--- src/rtl/ppi8255_if.sv ---
// CPU-side bus of the 8255-style PPI: chip select, direction, address and data.
interface ppi8255_if;
  logic       cs;
  logic       rnw;
  logic [1:0] addr;
  logic [7:0] din;
  logic [7:0] dout;

  // One access per clk edge at which cs is high; rnw picks read or write and
  // there are no wait states. dout is combinational from addr and is valid
  // throughout the cycle whose closing edge performs the read.
  modport master (output cs, output rnw, output addr, output din, input dout);
  modport slave  (input cs, input rnw, input addr, input din, output dout);
endinterface

--- src/rtl/ppi8255.sv ---
// 8255-style programmable peripheral interface: mode 0 ports with per-group
// direction, port C bit set/reset, and mode 1 strobed handshakes on A and B.
module ppi8255 #(
  parameter logic [7:0] RESET_CTRL  = 8'h9B,
  parameter int         SYNC_STAGES = 2
) (
  input  logic       clk,
  input  logic       reset_n,
  ppi8255_if.slave   bus,
  input  logic [7:0] pa_i,
  output logic [7:0] pa_o,
  output logic [7:0] pa_oe,
  input  logic [7:0] pb_i,
  output logic [7:0] pb_o,
  output logic [7:0] pb_oe,
  input  logic [7:0] pc_i,
  output logic [7:0] pc_o,
  output logic [7:0] pc_oe,
  output logic       intr_a,
  output logic       intr_b
);

  // ---------------------------------------------------------------- pins
  logic [SYNC_STAGES-1:0][7:0] pa_pipe, pb_pipe, pc_pipe;
  logic [7:0] pa_s, pb_s, pc_s, pc_prev;

  assign pa_s = pa_pipe[SYNC_STAGES-1];
  assign pb_s = pb_pipe[SYNC_STAGES-1];
  assign pc_s = pc_pipe[SYNC_STAGES-1];

  // pc_prev holds the previous synchronised sample so handshake edges are
  // decoded one clk after the new level leaves the synchroniser.
  always_ff @(posedge clk or negedge reset_n) begin
    if (!reset_n) begin
      pa_pipe <= '0;
      pb_pipe <= '0;
      pc_pipe <= '0;
      pc_prev <= '0;
    end else begin
      pa_pipe[0] <= pa_i;
      pb_pipe[0] <= pb_i;
      pc_pipe[0] <= pc_i;
      for (int i = 1; i < SYNC_STAGES; i++) begin
        pa_pipe[i] <= pa_pipe[i-1];
        pb_pipe[i] <= pb_pipe[i-1];
        pc_pipe[i] <= pc_pipe[i-1];
      end
      pc_prev <= pc_s;
    end
  end

  logic stb_a_fall, stb_a_rise, ack_a_fall, ack_a_rise, hs_b_fall, hs_b_rise;

  assign stb_a_fall =  pc_prev[4] & ~pc_s[4];
  assign stb_a_rise = ~pc_prev[4] &  pc_s[4];
  assign ack_a_fall =  pc_prev[6] & ~pc_s[6];
  assign ack_a_rise = ~pc_prev[6] &  pc_s[6];
  assign hs_b_fall  =  pc_prev[2] & ~pc_s[2];
  assign hs_b_rise  = ~pc_prev[2] &  pc_s[2];

  // ---------------------------------------------------------------- state
  logic [7:0] ctrl;
  logic [7:0] pa_lat, pb_lat, pc_lat, pa_in_lat, pb_in_lat;
  logic       inte_a, inte_b, ibf_a, ibf_b, obf_a_n, obf_b_n;
  logic       intr_a_r, intr_b_r;

  // Mode 2 (D6 set) is not supported and falls back to mode 0.
  logic mode_a, a_in, pcu_in, mode_b, b_in, pcl_in;

  assign mode_a = (ctrl[6:5] == 2'b01);
  assign a_in   = ctrl[4];
  assign pcu_in = ctrl[3];
  assign mode_b = ctrl[2];
  assign b_in   = ctrl[1];
  assign pcl_in = ctrl[0];

  logic wr, rd, wr_pa, wr_pb, wr_pc, wr_ctl, wr_bsr, rd_pa, rd_pb;
  logic [2:0] bsr_idx;

  assign wr      = bus.cs & ~bus.rnw;
  assign rd      = bus.cs &  bus.rnw;
  assign wr_pa   = wr & (bus.addr == 2'd0);
  assign wr_pb   = wr & (bus.addr == 2'd1);
  assign wr_pc   = wr & (bus.addr == 2'd2);
  assign wr_ctl  = wr & (bus.addr == 2'd3) &  bus.din[7];
  assign wr_bsr  = wr & (bus.addr == 2'd3) & ~bus.din[7];
  assign rd_pa   = rd & (bus.addr == 2'd0);
  assign rd_pb   = rd & (bus.addr == 2'd1);
  assign bsr_idx = bus.din[3:1];

  always_ff @(posedge clk or negedge reset_n) begin
    if (!reset_n) begin
      ctrl      <= RESET_CTRL;
      pa_lat    <= '0;
      pb_lat    <= '0;
      pc_lat    <= '0;
      pa_in_lat <= '0;
      pb_in_lat <= '0;
      inte_a    <= 1'b0;
      inte_b    <= 1'b0;
      ibf_a     <= 1'b0;
      ibf_b     <= 1'b0;
      obf_a_n   <= 1'b1;
      obf_b_n   <= 1'b1;
      intr_a_r  <= 1'b0;
      intr_b_r  <= 1'b0;
    end else if (wr_ctl) begin
      // A control word overrides any handshake event on the same edge.
      ctrl     <= bus.din;
      pa_lat   <= '0;
      pb_lat   <= '0;
      pc_lat   <= '0;
      inte_a   <= 1'b0;
      inte_b   <= 1'b0;
      ibf_a    <= 1'b0;
      ibf_b    <= 1'b0;
      obf_a_n  <= 1'b1;
      obf_b_n  <= 1'b1;
      intr_a_r <= 1'b0;
      intr_b_r <= 1'b0;
    end else begin
      if (wr_pa) pa_lat <= bus.din;
      if (wr_pb) pb_lat <= bus.din;
      if (wr_pc) pc_lat <= bus.din;

      // Set/reset of a strobe/ACK input position programs INTE instead.
      if (wr_bsr) begin
        if (mode_a && a_in && bsr_idx == 3'd4)
          inte_a <= bus.din[0];
        else if (mode_a && !a_in && bsr_idx == 3'd6)
          inte_a <= bus.din[0];
        else if (mode_b && bsr_idx == 3'd2)
          inte_b <= bus.din[0];
        else
          pc_lat[bsr_idx] <= bus.din[0];
      end

      if (mode_a && a_in) begin
        if (stb_a_fall) begin
          pa_in_lat <= pa_s;
          ibf_a     <= 1'b1;
        end else if (rd_pa) begin
          ibf_a     <= 1'b0;
        end
        if (rd_pa)
          intr_a_r <= 1'b0;
        else if (stb_a_rise && inte_a && ibf_a)
          intr_a_r <= 1'b1;
      end else if (mode_a) begin
        if (wr_pa)
          obf_a_n <= 1'b0;
        else if (ack_a_fall)
          obf_a_n <= 1'b1;
        if (wr_pa)
          intr_a_r <= 1'b0;
        else if (ack_a_rise && inte_a && obf_a_n)
          intr_a_r <= 1'b1;
      end

      if (mode_b && b_in) begin
        if (hs_b_fall) begin
          pb_in_lat <= pb_s;
          ibf_b     <= 1'b1;
        end else if (rd_pb) begin
          ibf_b     <= 1'b0;
        end
        if (rd_pb)
          intr_b_r <= 1'b0;
        else if (hs_b_rise && inte_b && ibf_b)
          intr_b_r <= 1'b1;
      end else if (mode_b) begin
        if (wr_pb)
          obf_b_n <= 1'b0;
        else if (hs_b_fall)
          obf_b_n <= 1'b1;
        if (wr_pb)
          intr_b_r <= 1'b0;
        else if (hs_b_rise && inte_b && obf_b_n)
          intr_b_r <= 1'b1;
      end
    end
  end

  // ---------------------------------------------------------------- outputs
  always_comb begin
    pa_o  = pa_lat;
    pb_o  = pb_lat;
    pa_oe = {8{~a_in}};
    pb_oe = {8{~b_in}};
    pc_o  = pc_lat;
    pc_oe = {{4{~pcu_in}}, {4{~pcl_in}}};
    if (mode_a) begin
      pc_oe[3] = 1'b1;
      pc_o[3]  = intr_a_r;
      if (a_in) begin
        pc_oe[4] = 1'b0;
        pc_oe[5] = 1'b1;
        pc_o[5]  = ibf_a;
      end else begin
        pc_oe[6] = 1'b0;
        pc_oe[7] = 1'b1;
        pc_o[7]  = obf_a_n;
      end
    end
    if (mode_b) begin
      pc_oe[0] = 1'b1;
      pc_o[0]  = intr_b_r;
      pc_oe[1] = 1'b1;
      pc_o[1]  = b_in ? ibf_b : obf_b_n;
      pc_oe[2] = 1'b0;
    end
  end

  assign intr_a = intr_a_r;
  assign intr_b = intr_b_r;

  // PC reads return the mode 1 status word in handshake positions.
  logic [7:0] pa_rd, pb_rd, pc_rd;

  always_comb begin
    pa_rd = a_in ? (mode_a ? pa_in_lat : pa_s) : pa_lat;
    pb_rd = b_in ? (mode_b ? pb_in_lat : pb_s) : pb_lat;
    pc_rd = {pcu_in ? pc_s[7:4] : pc_lat[7:4],
             pcl_in ? pc_s[3:0] : pc_lat[3:0]};
    if (mode_a) begin
      pc_rd[3] = intr_a_r;
      if (a_in) begin
        pc_rd[5] = ibf_a;
        pc_rd[4] = inte_a;
      end else begin
        pc_rd[7] = obf_a_n;
        pc_rd[6] = inte_a;
      end
    end
    if (mode_b) begin
      pc_rd[2] = inte_b;
      pc_rd[1] = b_in ? ibf_b : obf_b_n;
      pc_rd[0] = intr_b_r;
    end
  end

  always_comb begin
    bus.dout = 8'h00;
    case (bus.addr)
      2'd0:    bus.dout = pa_rd;
      2'd1:    bus.dout = pb_rd;
      2'd2:    bus.dout = pc_rd;
      default: bus.dout = ctrl;
    endcase
  end

endmodule

--- src/flat_wrapper.sv ---
// flat-port wrapper written by rule: the top's interface ports become plain ports
module ppi8255_flat 
#(
  parameter logic [7:0] RESET_CTRL  = 8'h9B,
  parameter int         SYNC_STAGES = 2
)
  (clk, reset_n, pa_i, pa_o, pa_oe, pb_i, pb_o, pb_oe, pc_i, pc_o, pc_oe, intr_a, intr_b, bus_cs, bus_rnw, bus_addr, bus_din, bus_dout);
  ppi8255_if bus_i ();
  input  logic clk;
  input  logic reset_n;
  input  logic [7:0] pa_i;
  output logic [7:0] pa_o;
  output logic [7:0] pa_oe;
  input  logic [7:0] pb_i;
  output logic [7:0] pb_o;
  output logic [7:0] pb_oe;
  input  logic [7:0] pc_i;
  output logic [7:0] pc_o;
  output logic [7:0] pc_oe;
  output logic intr_a;
  output logic intr_b;
  input wire logic [$bits(bus_i.cs)-1:0] bus_cs;
  input wire logic [$bits(bus_i.rnw)-1:0] bus_rnw;
  input wire logic [$bits(bus_i.addr)-1:0] bus_addr;
  input wire logic [$bits(bus_i.din)-1:0] bus_din;
  output wire logic [$bits(bus_i.dout)-1:0] bus_dout;
  assign bus_i.cs = bus_cs;
  assign bus_i.rnw = bus_rnw;
  assign bus_i.addr = bus_addr;
  assign bus_i.din = bus_din;
  assign bus_dout = bus_i.dout;
  ppi8255 #(.RESET_CTRL(RESET_CTRL), .SYNC_STAGES(SYNC_STAGES)) u_core (.clk(clk), .reset_n(reset_n), .bus(bus_i), .pa_i(pa_i), .pa_o(pa_o), .pa_oe(pa_oe), .pb_i(pb_i), .pb_o(pb_o), .pb_oe(pb_oe), .pc_i(pc_i), .pc_o(pc_o), .pc_oe(pc_oe), .intr_a(intr_a), .intr_b(intr_b));
endmodule
--- config.mk ---
export PLATFORM = sky130hd
export DESIGN_NAME = ppi8255_flat
export DESIGN_NICKNAME = d
export VERILOG_FILES = /design/src/rtl/ppi8255_if.sv /design/src/rtl/ppi8255.sv /design/src/flat_wrapper.sv
export SDC_FILE = /design/constraint.sdc
export NUM_CORES = 1
export LEC_CHECK = 0
export BUFFER_PORTS_ARGS = -buffer_cell sky130_fd_sc_hd__buf_2
export CAP_MARGIN = 5
export CORE_MARGIN = 2
export CORE_UTILIZATION = 55
export CTS_CLUSTER_SIZE = 8
export DETAILED_ROUTE_END_ITERATION = 6
export PLACE_DENSITY = 0.86
export SLEW_MARGIN = 20
export SYNTH_ARGS = -nofsm -noshare
export SYNTH_HDL_FRONTEND = slang
export SYNTH_SLANG_ARGS = --single-unit
--- constraint.sdc ---
create_clock -name clk -period 4.5 [get_ports clk]
set_input_delay 0.675 -clock clk [delete_from_list [all_inputs] [get_ports clk]]
set_output_delay 0.675 -clock clk [all_outputs]
set_load 0.01 [all_outputs]
==> impl_results.md <==
- Worst slew margin relative to its limit: 35.51%
- CTS Root Cell: clkbuf_8
- Clock slew seen by the registers of the worst setup and hold paths: 0.10 ns
- Clk_lat worst skew: 0.38 ns
- Critical path origin: u_core.ctrl[6]$_DFFE_PN0P_
- Setup TNS: 0 ns
- DRC: 0
- Post-synth ARST share: 100.0%
- WHS: 0.3548 ns
- Clock skew: 0.01370 ns
- Worst Path Required: 3.83 ns
- Top Ports: 96
- Starting density of the core: 56.30%
- Layout Utilization: 62.32%
- Final period utilization: 70.84%
- Cell area after placement: 5192 um2
- Final setup fails: 0
- Largest area contributor in the synthesized netlist: dfrtp_1
- Initial antenna violation count: 0
- Static leakage: 0.002456 uW
- Area Overhead vs Synth: 10.68%
- Final WL: 11,440 um
- Core area: 8636 um2
- Clk sink count: 107
- DR iter-0 viols: 468
- Clk buf depth: 2
- Post-DP HPWL: 7711 um
- Reg-to-reg endpoint: u_core.pa_in_lat[5]$_DFFE_PN0P_
- Number of global-route vias before repair: 3,558
- Synth unique cells: 53
- Reg-to-reg startpoint: u_core.ctrl[4]$_DFFE_PN1P_
- Ys flop type: dfrtp_1
- Die area: 9608 um2
- Pin count of the biggest net entering global routing: 71
- Mapped Nets: 481
- Avg Inst Size Synth: 10.98 um2
- Mean routed wirelength per cell: 18.55 um
- R2R Setup Slk: 2.30 ns
- Total grt overflow: 0
- Critical setup path kind: reg2out
- Routability Congestion: 0.8511
- Crit. End Element: output port
- Port bufs: 95
- N_diodes: 0
- Post-Syn Instances: 443
- RSZ-0062 raised after global routing: no
- TritonCTS clock tree: yes
- Min-delay src: u_core.pb_pipe[6]$_DFF_PN0_
- Post-Syn Area: 4862 um2
- Fin. Hold Viols: 0
- Final Cell Area: 5381 um2
- CP endpoint: bus_dout[6]
- Power density over the cells: 481.8 nW/um2
- Fill count: 726
- CTS buffer count: 9
- H-Tree Depth: 3
- Final Max Slew Viols: 0
- Global-route wire length before repair: 18,160 um
- Yosys reg bits: 107
- Yosys warns: 0
- Die W: 98.02 um
- Top-count cell post-synth: dfrtp_1
- Max Fclk: 313.7 MHz
- Worst Tran Pin Value: 0.9674 ns
- Seq/Total Area, Yosys: 55.25%
- Startpoint types: flip-flop
- Layout cell share with drive strength beyond 1: 31.63%
- Num rows: 34
- Crit-path max FO: 11
- Pre-antenna DRT Iters: 5
- HP Class: reg2reg
- Peak supply drop: 0.0002414 V
- R2R cell count: 4
- Post-layout nets: 542
- DRT antenna net count: 0
- Fin crit period: 3.188 ns
- Max-Cap Viols: 0
- Number of synthesized flops with an enable pin: 0
- Top-area cell type share of the netlist area: 51.47%
- Synth cell count leaders: dfrtp_1, nand2_1, a21oi_1, nor2_1, mux2_2
- Drt via density: 5.940
- Status: complete, no violations
- Hold bufs inserted after CTS: 0
- Largest cells by area after synthesis: dfrtp_1, mux2_2, nand2_1, mux2i_1, dfstp_2
- Post-CTS Setup Repair Bufs: 0
- Crit path DAT: 2.51 ns
- Die Height: 98.02 um
- Vias: 3,665
- Global Route Usage Sum: 24.28%
- Post-CTS resize count: 0
-- registers in the layout, summed over array words and instances, names as in the netlist, 3 cells and up --
name and count:
u_core.pc_s 8, u_core.pc_prev 3, u_core.pb_in_lat 8, u_core.pb_pipe 8, u_core.ctrl 8, u_core.pa_in_lat 8
u_core.pa_o 8, u_core.pb_s 8, u_core.pa_pipe 8, u_core.pc_lat 8, u_core.pc_pipe 8, u_core.pa_s 8
u_core.pb_o 8
-- logic make-up after synthesis --
kind of cell	Yosys count	share of synthesized area, %
XOR/XNOR	2	0.3603
multiplexers	51	12.17
AO/OA/AOI/OAI	85	10.42
buffers and inverters	50	6.279
flip-flops	107	55.25
AND/OR/NAND/NOR	148	15.52
-- worst max-delay path: stages (launching register included) --
cell and delay, ns:
dfrtp_1 0.43, nand2b_1 0.39, nor2_2 0.40, o21ai_0 0.23, mux4_2 0.51, buf_2 0.16
-- cell usage in the layout, fill, tap and decap left out, types with 10 or more instances in the layout --
master    instances
a21oi_1          32
a31oi_1          10
nor2_1           31
clkbuf_8         11
mux2i_1          19
nand2_1          77
mux2_2           27
buf_2            94
dfrtp_1         100
o21ai_0          21
-- per-stage QoR --
step                      total power (uW)  cells  setup slack, ns
final                                 2593    617            1.312
after global routing                  2727    617            1.223
after CTS                             2593    617            1.384
after detailed placement              2042    601            1.790
after global placement                2010    601            1.831
after floorplan                       1807    443            2.089
-- layer usage --
layer	share of wire, %	global-route usage (%)
met1	42	34.49
met2	46	36.25
met3	9.7	5.727
met4	2.2	10.15
met5	0	0
-- cell type report --
cell class	instances	area (um2)	area share [%]
inverter	4	15.01	0.2790
sequential	107	2686	49.92
timing repair buffer	96	485.5	9.021
clock buffer	12	155.1	2.883
clock inverter	4	33.78	0.6278
multi-input combinational	286	1871	34.76
tap	108	135.1	2.511
-- worst min path at each step --
stage                               end  slack [ns]  cells after the start
6_report       u_core.pb_s[6]$_DFF_PN0_        0.35                      0
5_1_grt        u_core.pb_s[0]$_DFF_PN0_        0.36                      0
4_1_cts        u_core.pb_s[6]$_DFF_PN0_        0.36                      0
3_5_place_dp   u_core.pb_s[0]$_DFF_PN0_        0.33                      0
2_1_floorplan  u_core.pa_s[0]$_DFF_PN0_        0.33                      0
3_3_place_gp   u_core.pa_s[3]$_DFF_PN0_        0.33                      0
-- power breakdown --
| group | total (uW) | internal [uW] | switching, uW |
|---|---|---|---|
| registers | 1330 | 1150 | 181 |
| clock network | 557 | 236 | 321 |
| logic | 708 | 337 | 371 |
Power figures use the tool's default switching activity.
